### config.mk
export PLATFORM = sky130hd
export DESIGN_NAME = calc_key_sequencer_flat
export DESIGN_NICKNAME = d
export VERILOG_FILES = /design/src/rtl/calc_pkg.sv /design/src/rtl/calc_key_sequencer_if.sv /design/src/rtl/calc_operand_entry.sv /design/src/rtl/calc_key_sequencer.sv /design/src/flat_wrapper.sv
export SDC_FILE = /design/constraint.sdc
export NUM_CORES = 1
export LEC_CHECK = 0
export ABC_AREA = 1
export CAP_MARGIN = 0
export CORE_ASPECT_RATIO = 0.75
export CORE_UTILIZATION = 35
export DETAILED_ROUTE_END_ITERATION = 10
export PLACE_DENSITY_LB_ADDON = 0.12
export SLEW_MARGIN = 20
export SYNTH_ARGS = -nofsm -noshare
export SYNTH_HDL_FRONTEND = slang
export SYNTH_SLANG_ARGS = --single-unit
### constraint.sdc
create_clock -name clock -period 2.5 [get_ports clock]
set_input_delay 0.25 -clock clock [delete_from_list [all_inputs] [get_ports clock]]
set_output_delay 0.25 -clock clock [all_outputs]
set_load 0.02 [all_outputs]
### src/rtl/calc_pkg.sv
// Shared key codes, ALU op encoding, sequencer states and small helpers
// for the calculator keypad sequencer.
package calc_pkg;

    localparam logic [3:0] KEY_ADD    = 4'hA;
    localparam logic [3:0] KEY_SUB    = 4'hB;
    localparam logic [3:0] KEY_MUL    = 4'hC;
    localparam logic [3:0] KEY_DIV    = 4'hD;
    localparam logic [3:0] KEY_EQUALS = 4'hE;
    localparam logic [3:0] KEY_CLEAR  = 4'hF;

    typedef enum logic [1:0] {
        OP_ADD = 2'd0,
        OP_SUB = 2'd1,
        OP_MUL = 2'd2,
        OP_DIV = 2'd3
    } calc_op_t;

    typedef enum logic [2:0] {
        ST_ENTER_A     = 3'd0,
        ST_OP_PENDING  = 3'd1,
        ST_ENTER_B     = 3'd2,
        ST_WAIT_ALU    = 3'd3,
        ST_SHOW_RESULT = 3'd4,
        ST_ERROR       = 3'd5
    } calc_state_t;

    function automatic logic is_digit_key(input logic [3:0] key);
        return key <= 4'd9;
    endfunction

    function automatic logic is_operator_key(input logic [3:0] key);
        return (key >= KEY_ADD) && (key <= KEY_DIV);
    endfunction

    function automatic calc_op_t key_to_op(input logic [3:0] key);
        calc_op_t op;
        case (key)
            KEY_SUB: op = OP_SUB;
            KEY_MUL: op = OP_MUL;
            KEY_DIV: op = OP_DIV;
            default: op = OP_ADD;
        endcase
        return op;
    endfunction

    // Used at elaboration to check that the largest enterable operand fits.
    function automatic longint pow10(input int n);
        longint p;
        p = 1;
        for (int i = 0; i < n; i++) p = p * 10;
        return p;
    endfunction

endpackage

### src/rtl/calc_key_sequencer_if.sv
// ALU request/response bundle between the key sequencer (master) and the ALU (slave).
// Handshake: the master raises alu_start with alu_op/alu_a/alu_b and holds all four
// stable until it samples alu_done=1 on a rising edge; alu_result and alu_error are
// meaningful only in that cycle, and alu_done seen while alu_start=0 carries no result.
interface calc_key_sequencer_if #(
    parameter int WIDTH = 16
);
    logic             alu_start;
    logic [1:0]       alu_op;
    logic [WIDTH-1:0] alu_a;
    logic [WIDTH-1:0] alu_b;
    logic             alu_done;
    logic [WIDTH-1:0] alu_result;
    logic             alu_error;

    modport master (
        output alu_start, alu_op, alu_a, alu_b,
        input  alu_done, alu_result, alu_error
    );

    modport slave (
        input  alu_start, alu_op, alu_a, alu_b,
        output alu_done, alu_result, alu_error
    );
endinterface

### src/rtl/calc_operand_entry.sv
// One decimal operand register: builds a value digit by digit, can be seeded
// with a single digit or loaded with an ALU result, and tracks digit count.
module calc_operand_entry #(
    parameter int WIDTH      = 16,
    parameter int MAX_DIGITS = 4
) (
    input  logic             clock,
    input  logic             reset,
    input  logic             clear,
    input  logic             load_digit,
    input  logic             set_digit,
    input  logic             load_value,
    input  logic [3:0]       digit,
    input  logic [WIDTH-1:0] value_in,
    output logic [WIDTH-1:0] value,
    output logic             full
);
    localparam int CNT_W = $clog2(MAX_DIGITS + 1);

    logic [CNT_W-1:0] digit_count;
    logic [WIDTH-1:0] digit_ext;
    logic [WIDTH-1:0] value_x10;

    assign digit_ext = {{(WIDTH-4){1'b0}}, digit};
    assign value_x10 = (value << 3) + (value << 1);
    assign full      = (digit_count >= CNT_W'(MAX_DIGITS));

    // Value and digit count; leading zeros on an empty value are not counted.
    always_ff @(posedge clock) begin
        if (reset || clear) begin
            value       <= '0;
            digit_count <= '0;
        end else if (load_value) begin
            value       <= value_in;
            digit_count <= '0;
        end else if (set_digit) begin
            value       <= digit_ext;
            digit_count <= CNT_W'(1);
        end else if (load_digit) begin
            if (!((value == '0) && (digit == 4'd0))) begin
                value       <= value_x10 + digit_ext;
                digit_count <= digit_count + CNT_W'(1);
            end
        end
    end
endmodule

### src/rtl/calc_key_sequencer.sv
// Keypad sequencer: turns key strobes into operands and operators, issues
// operations to the ALU, handles chaining, repeat-equals, errors and clear.
module calc_key_sequencer
    import calc_pkg::*;
#(
    parameter int WIDTH      = 16,
    parameter int MAX_DIGITS = 4
) (
    input  logic                 clock,
    input  logic                 reset,
    input  logic [3:0]           button,
    input  logic                 is_pressed_next,
    calc_key_sequencer_if.master alu,
    output logic [WIDTH-1:0]     display_value,
    output logic                 error,
    output logic                 busy,
    output logic                 key_ignored,
    output calc_state_t          state_dbg
);
    localparam longint DIGIT_MAX = pow10(MAX_DIGITS) - 1;
    localparam longint VALUE_MAX = (longint'(1) << (WIDTH - 1)) - 1;

    if (DIGIT_MAX > VALUE_MAX) begin : g_width_check
        $error("calc_key_sequencer: MAX_DIGITS digits do not fit in signed WIDTH");
    end

    calc_state_t state, state_next;
    calc_op_t    op, pending_op;
    logic        chain;

    logic key_digit, key_oper, key_equals, key_clear;
    logic a_load_digit, a_set_digit, a_load_value, b_load_digit, b_set_digit;
    logic entry_clear, drop_key;
    logic a_full, b_full;
    logic [WIDTH-1:0] acc_value, opnd_value;

    assign key_digit  = is_pressed_next && is_digit_key(button);
    assign key_oper   = is_pressed_next && is_operator_key(button);
    assign key_equals = is_pressed_next && (button == KEY_EQUALS);
    assign key_clear  = is_pressed_next && (button == KEY_CLEAR);

    calc_operand_entry #(.WIDTH(WIDTH), .MAX_DIGITS(MAX_DIGITS)) u_acc (
        .clock      (clock),
        .reset      (reset),
        .clear      (entry_clear),
        .load_digit (a_load_digit),
        .set_digit  (a_set_digit),
        .load_value (a_load_value),
        .digit      (button),
        .value_in   (alu.alu_result),
        .value      (acc_value),
        .full       (a_full)
    );

    calc_operand_entry #(.WIDTH(WIDTH), .MAX_DIGITS(MAX_DIGITS)) u_opnd (
        .clock      (clock),
        .reset      (reset),
        .clear      (entry_clear),
        .load_digit (b_load_digit),
        .set_digit  (b_set_digit),
        .load_value (1'b0),
        .digit      (button),
        .value_in   ('0),
        .value      (opnd_value),
        .full       (b_full)
    );

    // State register.
    always_ff @(posedge clock) begin
        if (reset) state <= ST_ENTER_A;
        else       state <= state_next;
    end

    // Next-state logic; clear overrides everything, including a same-cycle alu_done.
    always_comb begin
        state_next = state;
        if (key_clear) begin
            state_next = ST_ENTER_A;
        end else begin
            case (state)
                ST_ENTER_A:    if (key_oper) state_next = ST_OP_PENDING;
                ST_OP_PENDING: if (key_digit) state_next = ST_ENTER_B;
                ST_ENTER_B:    if (key_oper || key_equals) state_next = ST_WAIT_ALU;
                ST_WAIT_ALU: begin
                    if (alu.alu_done) begin
                        if (alu.alu_error) state_next = ST_ERROR;
                        else if (chain)    state_next = ST_OP_PENDING;
                        else               state_next = ST_SHOW_RESULT;
                    end
                end
                ST_SHOW_RESULT: begin
                    if (key_digit)       state_next = ST_ENTER_A;
                    else if (key_oper)   state_next = ST_OP_PENDING;
                    else if (key_equals) state_next = ST_WAIT_ALU;
                end
                ST_ERROR:      state_next = ST_ERROR;
                default:       state_next = ST_ENTER_A;
            endcase
        end
    end

    // Outputs and operand-register controls derived from state and the current key.
    always_comb begin
        a_load_digit = 1'b0;
        a_set_digit  = 1'b0;
        a_load_value = 1'b0;
        b_load_digit = 1'b0;
        b_set_digit  = 1'b0;
        entry_clear  = 1'b0;
        drop_key     = 1'b0;
        case (state)
            ST_ENTER_B, ST_WAIT_ALU: display_value = opnd_value;
            ST_ERROR:                display_value = '0;
            default:                 display_value = acc_value;
        endcase
        if (key_clear) begin
            entry_clear = 1'b1;
        end else begin
            case (state)
                ST_ENTER_A: begin
                    if (key_digit) begin
                        if (a_full) drop_key = 1'b1;
                        else        a_load_digit = 1'b1;
                    end
                    if (key_equals) drop_key = 1'b1;
                end
                ST_OP_PENDING: begin
                    if (key_digit)  b_set_digit = 1'b1;
                    if (key_equals) drop_key = 1'b1;
                end
                ST_ENTER_B: begin
                    if (key_digit) begin
                        if (b_full) drop_key = 1'b1;
                        else        b_load_digit = 1'b1;
                    end
                end
                ST_WAIT_ALU: begin
                    if (is_pressed_next) drop_key = 1'b1;
                    if (alu.alu_done && !alu.alu_error) a_load_value = 1'b1;
                end
                ST_SHOW_RESULT: begin
                    if (key_digit) a_set_digit = 1'b1;
                end
                ST_ERROR: begin
                    if (is_pressed_next) drop_key = 1'b1;
                end
                default: ;
            endcase
        end
    end

    // Operator registers: current op, the op queued by chaining, and the chain flag.
    always_ff @(posedge clock) begin
        if (reset || key_clear) begin
            op         <= OP_ADD;
            pending_op <= OP_ADD;
            chain      <= 1'b0;
        end else begin
            case (state)
                ST_ENTER_A, ST_OP_PENDING: begin
                    if (key_oper) op <= key_to_op(button);
                end
                ST_ENTER_B: begin
                    if (key_oper) begin
                        pending_op <= key_to_op(button);
                        chain      <= 1'b1;
                    end else if (key_equals) begin
                        chain <= 1'b0;
                    end
                end
                ST_WAIT_ALU: begin
                    if (alu.alu_done && !alu.alu_error && chain) op <= pending_op;
                end
                ST_SHOW_RESULT: begin
                    if (key_oper)        op    <= key_to_op(button);
                    else if (key_equals) chain <= 1'b0;
                end
                default: ;
            endcase
        end
    end

    // Dropped-key pulse, one cycle after the strobe.
    always_ff @(posedge clock) begin
        if (reset) key_ignored <= 1'b0;
        else       key_ignored <= drop_key;
    end

    assign alu.alu_start = (state == ST_WAIT_ALU);
    assign alu.alu_op    = op;
    assign alu.alu_a     = acc_value;
    assign alu.alu_b     = opnd_value;
    assign busy          = (state == ST_WAIT_ALU);
    assign error         = (state == ST_ERROR);
    assign state_dbg     = state;
endmodule

### src/flat_wrapper.sv
// flat-port wrapper written by rule: the top's interface ports become plain ports
module calc_key_sequencer_flat import calc_pkg::*;
#(
    parameter int WIDTH      = 16,
    parameter int MAX_DIGITS = 4
)
  (clock, reset, button, is_pressed_next, display_value, error, busy, key_ignored, state_dbg, alu_alu_start, alu_alu_op, alu_alu_a, alu_alu_b, alu_alu_done, alu_alu_result, alu_alu_error);
  calc_key_sequencer_if #(.WIDTH(WIDTH)) alu_i ();
  input  logic clock;
  input  logic reset;
  input  logic [3:0] button;
  input  logic is_pressed_next;
  output logic [WIDTH-1:0] display_value;
  output logic error;
  output logic busy;
  output logic key_ignored;
  output calc_state_t state_dbg;
  output wire logic [$bits(alu_i.alu_start)-1:0] alu_alu_start;
  output wire logic [$bits(alu_i.alu_op)-1:0] alu_alu_op;
  output wire logic [$bits(alu_i.alu_a)-1:0] alu_alu_a;
  output wire logic [$bits(alu_i.alu_b)-1:0] alu_alu_b;
  input wire logic [$bits(alu_i.alu_done)-1:0] alu_alu_done;
  input wire logic [$bits(alu_i.alu_result)-1:0] alu_alu_result;
  input wire logic [$bits(alu_i.alu_error)-1:0] alu_alu_error;
  assign alu_alu_start = alu_i.alu_start;
  assign alu_alu_op = alu_i.alu_op;
  assign alu_alu_a = alu_i.alu_a;
  assign alu_alu_b = alu_i.alu_b;
  assign alu_i.alu_done = alu_alu_done;
  assign alu_i.alu_result = alu_alu_result;
  assign alu_i.alu_error = alu_alu_error;
  calc_key_sequencer #(.WIDTH(WIDTH), .MAX_DIGITS(MAX_DIGITS)) u_core (.clock(clock), .reset(reset), .button(button), .is_pressed_next(is_pressed_next), .alu(alu_i), .display_value(display_value), .error(error), .busy(busy), .key_ignored(key_ignored), .state_dbg(state_dbg));
endmodule
==> flow_summary.ini, run 1 <==
[synth]
share_of_synthesized_area_spent_on_multiplexers_pct = 0
post_synth_and_or_nand_nor_area_fraction_pct = 35.8
synth_flop_cell = sky130_fd_sc_hd__dfxtp_1
warnings_from_yosys = 0
yosysTopAreaCell = sky130_fd_sc_hd__dfxtp_1
syn_nets = 840
synth_xor_area_share_pct = 2.37
synthTopCellsByArea = sky130_fd_sc_hd__dfxtp_1 20%, sky130_fd_sc_hd__nand2_1 15%, sky130_fd_sc_hd__ha_1 15%, sky130_fd_sc_hd__inv_1 9.4%, sky130_fd_sc_hd__nor2_1 6.8%
synth_edf_count = 0
post-synth-top-count-cell = sky130_fd_sc_hd__nand2_1
synth.lib_cells_used.distinct = 41
synth_fa_ha_area_share_pct = 16.3
netlist_area_um2 = 4800
postSynthAreaPerCell_um2 = 6.36
synth_common_cells = 193 x sky130_fd_sc_hd__nand2_1, 120 x sky130_fd_sc_hd__inv_1, 87 x sky130_fd_sc_hd__nor2_1, 64 x sky130_fd_sc_hd__nand3_1, 56 x sky130_fd_sc_hd__ha_1
combinational_family_with_the_most_area_after_synthesis = simple AND/OR/NAND/NOR gates
fraction_of_post_synthesis_cell_area_in_the_top_cell_type_by_area_pct = 19.6
netlist_instances = 755
ys_async_sr_fraction_pct = 0
area_fraction_in_compound_gates_after_synthesis_pct = 13.5
flop_and_latch_count_out_of_synthesis = 47
sequential_element_share_of_the_synthesized_area_pct = 19.6

[route]
wire_length_per_cell_um = 14.5
detail_route.drc_violations = 0
ratio_of_routed_vias_to_standard_cells = 4.88
first_iter_violations = 225
detailroute.via_count = 5005
detailed_routing_iteration_count_for_the_pre_antenna_repair_pass = 5
antenna_violating_nets_post_route = 0
detail_route.wirelength_um = 14900

[die]
floorplan.io_pins = 82
fp.dieArea_um2 = 14200
placeableCoreArea_um2 = 13200
die_h_um = 103
initial_utilization_pct = 36.4
rows = 36
dieWidth_um = 137

[sta]
report.final.setup_viol = 0
timing_worst_slew_pin_value_ns = 0.417
fmax_ghz = 0.418
max-slew-margin-rel_pct = 72.2
timing_hold_violations_final = 0
min_period_over_period_pct = 95.7
finalMaxSlewViolations = 0
rsz0062_at_grt = false
final.min_clock_period_ns = 2.39
fin_skew_ns = 0.00544

[worst_setup_path]
worstPathRequired_ns = 2.25
slowest_cell_on_crit_path = sky130_fd_sc_hd__clkdlybuf4s50_1
worstSetupPathType = reg -> out
worst_setup_path_end_kind = output pin
max_stage_delay_ns = 0.68
path_delay_family = buffers and inverters
worst_setup_path_start_kind = flop
critical_path_peak_fanout = 17
timing.critical_path.cells = inv_2 -> nand2_4 -> buf_4 -> nand3_1 -> o21ai_0 -> clkdlybuf4s50_1
critical_path_buf_inv_count = 3
worst-endpoint-arrival_ns = 2.14

[grt]
grt_pass1_wl_um = 24300
via_count_of_the_first_global_routing_pass = 4790
largest_net_degree_at_the_start_of_global_routing = 24
initial_antenna_violation_count = 0
gr-usage-all-layers_pct = 22.0
grt_overflow_total = 0

[placement]
number_of_i_o_port_buffers = 81
dp_hpwl_um = 11900
rd_place_congestion = 0.863
place_inst = 1018

[power]
power.static_leakage_nw = 3.07
vdd.ir_drop.worst_mv = 0.403
power-per-cell-area_nw_per_um2 = 811

[job]
max_cap_violations = 0

[clock_network]
number_of_buffers_created_by_cts = 5
worst_setup_hold_path_clk_slew_ns = 0.07
clock_tree_from_tritoncts = yes
cts_root_buf = sky130_fd_sc_hd__clkbuf_16
hold_buffers = 0
ctsHtreeMaxLevel = 2
clockBufferDepth = 2
clk_latency_ns = 0.30
cts_setup_buffers = 0
clock_sink_count = 47

[layout]
fill_cells = 1394
fin_nets = 939
antenna-diode-count = 0
share_of_final_layout_standard_cells_stronger_than_drive_strength_1_pct = 9.01
layout.cells.non_filler = 1026
postLayoutCoreUtil_pct = 46.0
layout-area-overhead-vs-synth_pct = 26.5

[run_status]
run_status = finished, final reports clean

[min_path]
timing.hold.worst.class = reg -> reg
stage by stage:
step | power [mW] | area, µm² | setup slack (ns) | hold slack (ns) | setup TNS (ns)
after floorplan | 3.14 | 4800 | 0.147 | 0.418 | 0
after global placement | 4.18 | 5910 | -0.236 | 0.438 | -2.03
after detailed placement | 4.22 | 5910 | -0.235 | 0.441 | -2.57
after CTS | 4.94 | 6060 | 0.0719 | 0.452 | 0
after global routing | 5.37 | 6070 | 0.0130 | 0.466 | 0
final | 4.93 | 6070 | 0.109 | 0.448 | 0
path summary, 6_finish.rpt:
check / from / endpoint / slack, ns / depth (start not counted)
worst min-delay path: u_core.alu.alu_op[0]$_SDFFE_PP0P_ / u_core.alu.alu_op[0]$_SDFFE_PP0P_ / 0.45 / 2
worst min register to register: u_core.alu.alu_op[0]$_SDFFE_PP0P_ / u_core.alu.alu_op[0]$_SDFFE_PP0P_ / 0.45 / 2
worst max-delay path: u_core.state_dbg[2]$_SDFFE_PP0P_ / display_value[1] / 0.11 / 6
worst max register to register: u_core.u_opnd.value[0]$_SDFFE_PP0P_ / u_core.u_opnd.value[8]$_SDFFE_PP0P_ / 0.22 / 11
power by group:
part | switching (mW) | internal [mW]
Combinational | 1.84 | 1.26
Clock | 0.326 | 0.371
Sequential | 0.231 | 0.905
Total | 2.39 | 2.53
cells in the final DEF, fill, tap and decap left out, types with 3 or more instances in the layout:
cell / instances
sky130_fd_sc_hd__a21boi_0: 3
sky130_fd_sc_hd__a21boi_1: 3
sky130_fd_sc_hd__a21oi_1: 39
sky130_fd_sc_hd__a21oi_2: 4
sky130_fd_sc_hd__buf_4: 25
sky130_fd_sc_hd__clkbuf_16: 5
sky130_fd_sc_hd__clkdlybuf4s50_1: 80
sky130_fd_sc_hd__dfxtp_1: 46
sky130_fd_sc_hd__fa_1: 4
sky130_fd_sc_hd__ha_1: 56
sky130_fd_sc_hd__inv_1: 120
sky130_fd_sc_hd__inv_2: 7
sky130_fd_sc_hd__nand2_1: 191
sky130_fd_sc_hd__nand2_2: 6
sky130_fd_sc_hd__nand3_1: 63
sky130_fd_sc_hd__nand4_1: 12
sky130_fd_sc_hd__nor2_1: 86
sky130_fd_sc_hd__nor2_2: 3
sky130_fd_sc_hd__nor2_8: 3
sky130_fd_sc_hd__nor3_1: 3
sky130_fd_sc_hd__o21ai_0: 31
sky130_fd_sc_hd__o21ai_1: 5
sky130_fd_sc_hd__o21ai_2: 10
sky130_fd_sc_hd__o21bai_1: 3
sky130_fd_sc_hd__o22ai_1: 10
sky130_fd_sc_hd__xnor2_1: 5
sky130_fd_sc_hd__xor2_1: 8
worst min-delay path, delay by kind of cell, from the launching register on:
| family | cells | cell delay [ns] |
|---|---|---|
| DFF | 1 | 0.31 |
| AOI/OAI and AO/OA | 1 | 0.05 |
| buffers and inverters | 1 | 0.05 |
layout make-up:
type | instances | area, µm² | share of cell area (%)
clock buffers | 6 | 129 | 2.12
clock inverters | 2 | 12.5 | 0.206
inverters | 127 | 477 | 7.85
multi-input cells | 566 | 3280 | 54.0
flip-flops and latches | 47 | 942 | 15.5
well taps | 171 | 214 | 3.52
repair buffers | 107 | 1020 | 16.8
routing by layer:
| layer | global-route usage [%] | wire length (µm) | vias to the layer above |
|---|---|---|---|
| met2 | 33.5 | 5940 | 136 |
| li1 | - | - | 2620 |
| met1 | 32.8 | 8020 | 2234 |
| met5 | 0 | 0 | - |
| met3 | 3.36 | 766 | 15 |
| met4 | 3.89 | 163 | 0 |
flip-flops by register name, summed over array words and instances, names as in the netlist:
register                   flops
u_core.pending_op              2
u_core.u_opnd.value           16
u_core.key_ignored             1
u_core.u_opnd.digit_count      3
u_core.chain                   1
u_core.u_acc.value            16
u_core.u_acc.digit_count       3
u_core.state_dbg               3
u_core.alu.alu_op              2
cells by family after synthesis:
kind of cell	count (synthesis)
xor gates and xnor gates	13
and+or+nand+nor	382
DFF	47
AOI/OAI and AO/OA	111
buffers and inverters	142
adders and majority gates	60
what timing repair did:
item,CTS,global route
endpoints found under the setup margin,4,15
resized for setup,3,6
hold endpoints to repair,0,0
Power figures use the tool's default switching activity.
==> run 2: changes to the inputs <==
- CORE_MARGIN: default -> 2
- SYNTH_HIERARCHICAL: default -> 1
==> run 2 against run 1 <==
- via count up 11%
- critical path depth unchanged
- routed wire length up 6.3%
- die area up 8.1%
- highest routed layer unchanged
- clock skew up 0.0010 ns
- sequential power about the same
- synthesized area up 4.7%
- total power up 8.1%
- count of clock-buffer cells in the layout unchanged
- utilization up 1.1 points
- final cell count up 14%
- sequential cell count unchanged
==> flow_summary.ini, run 2 <==
[route]
antenna_violating_nets_post_route = 0
detail_route.drc_violations = 0
detail_route.wirelength_um = 15800
detailroute.via_count = 5556
detailed_routing_iteration_count_for_the_pre_antenna_repair_pass = 5
wire_length_per_cell_um = 13.5
ratio_of_routed_vias_to_standard_cells = 4.74
first_iter_violations = 360

[die]
rows = 37
die_h_um = 108
fp.dieArea_um2 = 15300
floorplan.io_pins = 82
placeableCoreArea_um2 = 13900
initial_utilization_pct = 36.2
dieWidth_um = 142

[synth]
ys_async_sr_fraction_pct = 0
postSynthAreaPerCell_um2 = 5.85
synth.lib_cells_used.distinct = 36
netlist_instances = 859
synth_common_cells = 260 x sky130_fd_sc_hd__nand2_1, 130 x sky130_fd_sc_hd__inv_1, 104 x sky130_fd_sc_hd__nor2_1, 60 x sky130_fd_sc_hd__nand3_1, 56 x sky130_fd_sc_hd__ha_1
synth_edf_count = 0
warnings_from_yosys = 6
fraction_of_post_synthesis_cell_area_in_the_top_cell_type_by_area_pct = 19.4
post-synth-top-count-cell = sky130_fd_sc_hd__nand2_1
synth_flop_cell = sky130_fd_sc_hd__dfxtp_1
yosysTopAreaCell = sky130_fd_sc_hd__nand2_1
netlist_area_um2 = 5020
sequential_element_share_of_the_synthesized_area_pct = 18.7
flop_and_latch_count_out_of_synthesis = 47
synthTopCellsByArea = sky130_fd_sc_hd__nand2_1 19%, sky130_fd_sc_hd__dfxtp_1 19%, sky130_fd_sc_hd__ha_1 14%, sky130_fd_sc_hd__inv_1 9.7%, sky130_fd_sc_hd__nor2_1 7.8%

[grt]
via_count_of_the_first_global_routing_pass = 4965
initial_antenna_violation_count = 0
largest_net_degree_at_the_start_of_global_routing = 19
grt_pass1_wl_um = 25600
gr-usage-all-layers_pct = 21.0
grt_overflow_total = 0

[job]
max_cap_violations = 0

[worst_setup_path]
worst-endpoint-arrival_ns = 2.11
worst_setup_path_start_kind = flop
worstSetupPathType = reg -> out
critical_path.startpoint = u_core/state_dbg[1]$_SDFFE_PP0P_
worstPathRequired_ns = 2.25
worst_setup_path_end_kind = output pin
critical_path_peak_fanout = 16
critical_path.reg2reg.startpoint = u_core/u_acc/value[1]$_SDFFE_PP0P_

[power]
power-per-cell-area_nw_per_um2 = 814
fin_total_pwr_mw = 5.32
power.static_leakage_nw = 3.44
vdd.ir_drop.worst_mv = 0.471

[clock_network]
worst_setup_hold_path_clk_slew_ns = 0.06
number_of_buffers_created_by_cts = 5
ctsHtreeMaxLevel = 2
cts_root_buf = sky130_fd_sc_hd__clkbuf_16
clock_sink_count = 47
clock_tree_from_tritoncts = yes
clockBufferDepth = 2
clk_latency_ns = 0.29
hold_buffers = 0

[layout]
postLayoutCoreUtil_pct = 47.1
final_cell_mix = 260 x sky130_fd_sc_hd__nand2_1, 130 x sky130_fd_sc_hd__inv_1, 103 x sky130_fd_sc_hd__nor2_1
layout-area-overhead-vs-synth_pct = 30.2
fin_nets = 1081
most_common_cell_after_layout_fill_and_taps_aside = sky130_fd_sc_hd__nand2_1
share_of_final_layout_standard_cells_stronger_than_drive_strength_1_pct = 9.04
antenna-diode-count = 0
top_regs = u_core/u_acc/value x16, u_core/u_opnd/value x16
layout.cells.non_filler = 1171

[placement]
dp_hpwl_um = 12900
number_of_i_o_port_buffers = 81
rd_place_congestion = 0.913
place_inst = 1162

[sta]
rsz0062_at_grt = false
max-slew-margin-rel_pct = 31.7
timing_worst_slew_pin_value_ns = 1.02
report.final.setup_viol = 0
finalMaxSlewViolations = 0
min_period_over_period_pct = 94.5
final.min_clock_period_ns = 2.36
fmax_ghz = 0.423
fin_skew_ns = 0.00646
finalSetupTns_ns = 0
timing_hold_violations_final = 0

[run_status]
run_status = finished, final reports clean

[min_path]
timing.hold.worst.class = reg -> reg
launch_point_of_the_worst_hold_path = u_core/alu.alu_op[1]$_SDFFE_PP0P_
[run 2: changes by cell type in the layout (fill, tap and decap cells not counted), moves of 10 or more]
cell | before | now
sky130_fd_sc_hd__buf_4 | 25 | 49
sky130_fd_sc_hd__conb_1 | 0 | 17
sky130_fd_sc_hd__inv_1 | 120 | 130
sky130_fd_sc_hd__nand2_1 | 191 | 260
sky130_fd_sc_hd__nor2_1 | 86 | 103
sky130_fd_sc_hd__o21ai_1 | 5 | 32
sky130_fd_sc_hd__o21ai_2 | 10 | 0
sky130_fd_sc_hd__o22ai_1 | 10 | 0
[run 2: path summary, 6_finish.rpt]
| check | cells after the start | slack [ns] | end |
|---|---|---|---|
| max | 6 | 0.14 | display_value[1] |
| min reg2reg | 2 | 0.48 | u_core/alu.alu_op[1]$_SDFFE_PP0P_ |
| min | 2 | 0.48 | u_core/alu.alu_op[1]$_SDFFE_PP0P_ |
| max reg2reg | 12 | 0.26 | u_core/u_acc/value[8]$_SDFFE_PP0P_ |
[run 2: layout make-up]
type	instances	area [µm²]
repair buffers	131	1200
flip-flops and latches	47	942
clock inverters	1	5.00
inverters	142	533
well taps	175	219
multi-input cells	669	3500
clock buffers	6	139
fillers	1503	7350
[run 2: through the flow]
stage / setup slack [ns] / hold slack [ns] / instance area, µm²
after floorplan: 0.175 / 0.416 / 5080
after global placement: -0.212 / 0.467 / 6350
after detailed placement: -0.235 / 0.463 / 6350
after CTS: 0.0738 / 0.480 / 6510
after global routing: 0.0526 / 0.502 / 6540
final: 0.138 / 0.477 / 6540
[run 2: per-layer routing]
layer	GRT usage (%)	share of wire, %
met1	33.7	55
met2	30.3	38
met3	2.58	5.7
met4	2.55	0.64
met5	0	0
[run 2: repair_timing]
item                                    4_1_cts  5_1_grt
resized for setup                             2        1
pin swaps                                     0        1
setup buffers                                 0        2
endpoints found under the setup margin        4       20
[run 2: critical path, stage by stage (launching register included)]
cell	delay, ns
sky130_fd_sc_hd__dfxtp_2	0.43
sky130_fd_sc_hd__nand2_2	0.18
sky130_fd_sc_hd__clkinv_1	0.11
sky130_fd_sc_hd__buf_4	0.21
sky130_fd_sc_hd__nand2_1	0.06
sky130_fd_sc_hd__o21ai_0	0.15
sky130_fd_sc_hd__clkdlybuf4s50_1	0.68
[run 2: logic make-up (layout without fill, tap and decap cells)]
kind of cell               count (synthesis)  in the layout  synth area share [%]
and+or+nand+nor                          463            463                  38.8
buffers and inverters                    159            280                  13.1
AOI/OAI and AO/OA                        125            125                  13.0
adders and majority gates                 60             60                  15.5
DFF                                       47             47                  18.7
xor gates and xnor gates                   4              4                 0.697
other                                      1             17                0.0746
[run 2: power breakdown]
group,internal [mW],leakage [nW],switching [mW]
registers,0.912,0.386,0.255
logic,1.45,2.98,2.01
clock network,0.392,0.0727,0.300
total,2.76,3.44,2.57
==> run 3: changes to the inputs <==
--- a/config.mk
+++ b/config.mk
@@ -14,2 +14,3 @@
 export PLACE_DENSITY_LB_ADDON = 0.12
+export SKIP_CTS_REPAIR_TIMING = 1
 export SLEW_MARGIN = 20
==> constraint.sdc (replaced) <==
create_clock -name clock -period 2.5 [get_ports clock]
set_input_delay 0.625 -clock clock [delete_from_list [all_inputs] [get_ports clock]]
set_output_delay 0.625 -clock clock [all_outputs]
set_load 0.02 [all_outputs]
==> run 3 against run 2 <==
- setup slack better by 0.055 ns
- total power down 0.43%
- maximum frequency rose by 2.4%
- count of clock-buffer cells in the layout increased by 1
- combinational power is essentially flat
- non-clock buffer count up 12
- clock power is 3.0% lower
- clock skew grew 0.0016 ns
- sequential cell count unchanged
- register-to-register slack gained 0.03 ns
- largest power group unchanged
- highest routed layer unchanged
==> flow_summary.ini, run 3 (synthesis gave the netlist of run 2 again) <==
[run_status]
run_status = finished, final reports clean

[route]
antenna_violating_nets_post_route = 0
detailroute.via_count = 5572
detail_route.wirelength_um = 15800
detailed_routing_iteration_count_for_the_pre_antenna_repair_pass = 5
ratio_of_routed_vias_to_standard_cells = 4.71
wire_length_per_cell_um = 13.4
detail_route.drc_violations = 0
first_iter_violations = 401

[sta]
rsz0062_at_grt = false
min_period_over_period_pct = 92.3
timing_hold_violations_final = 0
setup_ws_ns = 0.193
timing_worst_slew_pin_value_ns = 0.672
final.min_clock_period_ns = 2.31
fmax_ghz = 0.433
finalMaxSlewViolations = 0
max-slew-margin-rel_pct = 55.2
finalSetupTns_ns = 0
fin_skew_ns = 0.00803
report.final.setup_viol = 0

[clock_network]
clockBufferDepth = 2
number_of_buffers_created_by_cts = 5
clk_latency_ns = 0.29
clock_sink_count = 47
ctsHtreeMaxLevel = 2
cts_root_buf = sky130_fd_sc_hd__clkbuf_16
worst_setup_hold_path_clk_slew_ns = 0.07
clock_tree_from_tritoncts = yes

[power]
clock_share_of_power_pct = 12.6
power.switching_fraction_pct = 48.3
vdd.ir_drop.worst_mv = 0.488
power.static_leakage_nw = 3.83
combinational_power_share_pct = 65.5
power_frac_seq_pct = 21.9
fin_total_pwr_mw = 5.30
power-per-cell-area_nw_per_um2 = 793
p_sw_mw = 2.56
cellInternalPower_mw = 2.74

[layout]
antenna-diode-count = 0
share_of_final_layout_standard_cells_stronger_than_drive_strength_1_pct = 10.4
fill_cells = 1464
most_common_cell_after_layout_fill_and_taps_aside = sky130_fd_sc_hd__nand2_1
fin_nets = 1093
final_cell_mix = 260 x sky130_fd_sc_hd__nand2_1, 130 x sky130_fd_sc_hd__inv_1, 103 x sky130_fd_sc_hd__nor2_1
layout.cells.non_filler = 1184
top_regs = u_core/u_acc/value x16, u_core/u_opnd/value x16
layout-area-overhead-vs-synth_pct = 33.1
finalInstanceArea_um2 = 6690

[worst_setup_path]
critical_path_peak_fanout = 4
cp_common_cell = sky130_fd_sc_hd__nand3_1
worst-endpoint-arrival_ns = 2.49
timing.critical_path.cells = clkbuf_2 -> inv_2 -> fa_1 -> inv_1 -> ha_1 -> nand3_1 -> nand3_1 -> nand2_1 -> nand3_1 -> or2_1 -> a21oi_1 -> nor2_1
worst_setup_path_end_kind = flop
worst_setup_path_start_kind = input pin
max_stage_delay_ns = 0.53
worstPathRequired_ns = 2.68
slowest_cell_on_crit_path = sky130_fd_sc_hd__fa_1
worstSetupPathType = in -> reg

[die]
fp.dieArea_um2 = 15300
die_h_um = 108
floorplan.io_pins = 82
placeableCoreArea_um2 = 13900
initial_utilization_pct = 36.2
dieWidth_um = 142
rows = 37

[placement]
cell_area_after_placement_um2 = 6480
dp_hpwl_um = 12800
number_of_i_o_port_buffers = 81
dpl_worst_slack_ns = -0.593
place_inst = 1176
rd_place_congestion = 0.877

[grt]
gr-usage-all-layers_pct = 21.2
via_count_of_the_first_global_routing_pass = 5080
grt_overflow_total = 0
largest_net_degree_at_the_start_of_global_routing = 19
grt_pass1_wl_um = 25900
initial_antenna_violation_count = 0

[job]
max_cap_violations = 0

[min_path]
timing.hold.worst.class = reg -> reg
run 3: final timing paths:
| kind | startpoint | endpoint | slack (ns) | cells after the start |
|---|---|---|---|---|
| setup / recovery | button[3] | u_core/u_opnd/value[9]$_SDFFE_PP0P_ | 0.19 | 12 |
| hold / removal | u_core/alu.alu_op[0]$_SDFFE_PP0P_ | u_core/alu.alu_op[0]$_SDFFE_PP0P_ | 0.47 | 2 |
| setup reg to reg | u_core/u_opnd/value[0]$_SDFFE_PP0P_ | u_core/u_opnd/value[9]$_SDFFE_PP0P_ | 0.29 | 11 |
| hold reg to reg | u_core/alu.alu_op[0]$_SDFFE_PP0P_ | u_core/alu.alu_op[0]$_SDFFE_PP0P_ | 0.47 | 2 |
run 3: per-stage QoR:
step                      hold slack (ns)  util, %
after detailed placement            0.461     46.7
after floorplan                     0.433        -
after global routing                0.489     48.2
final                               0.475     48.2
after CTS                           0.478     47.7
after global placement              0.466     46.7
run 3: final cells by class:
| cell class | instances | area, µm² | area share [%] |
|---|---|---|---|
| clock buffer | 7 | 133 | 1.98 |
| tap | 175 | 219 | 3.27 |
| timing repair buffer | 143 | 1340 | 20.1 |
| inverter | 142 | 533 | 7.97 |
| clock inverter | 1 | 5.00 | 0.0748 |
| sequential | 47 | 941 | 14.1 |
| multi-input combinational | 669 | 3520 | 52.6 |
run 3: routing by layer:
layer	part of all wire [%]	routed length (µm)	vias to the layer above	global-route usage (%)
met1	54	8580	2433	33.3
met4	0.55	87	0	2.33
met2	40	6280	134	31.3
met3	5.5	872	7	2.98
met5	0	0	-	0
li1	-	-	2998	-
run 3: power groups by stage:
stage / clock network [mW] / registers [mW] / logic [mW]
floorplan: 0 / 1.29 / 1.99
global placement: 0 / 1.18 / 3.46
detailed placement: 0 / 1.18 / 3.47
CTS: 0.697 / 1.16 / 3.48
global route: 0.722 / 1.19 / 3.91
finish: 0.670 / 1.16 / 3.47
run 3: worst max-delay path, delay by kind of cell:
family / cells / cell delay, ns
AOI/OAI and AO/OA: 1 / 0.16
adders and majority gates: 2 / 0.83
and+or+nand+nor: 6 / 0.62
buffers and inverters: 3 / 0.26
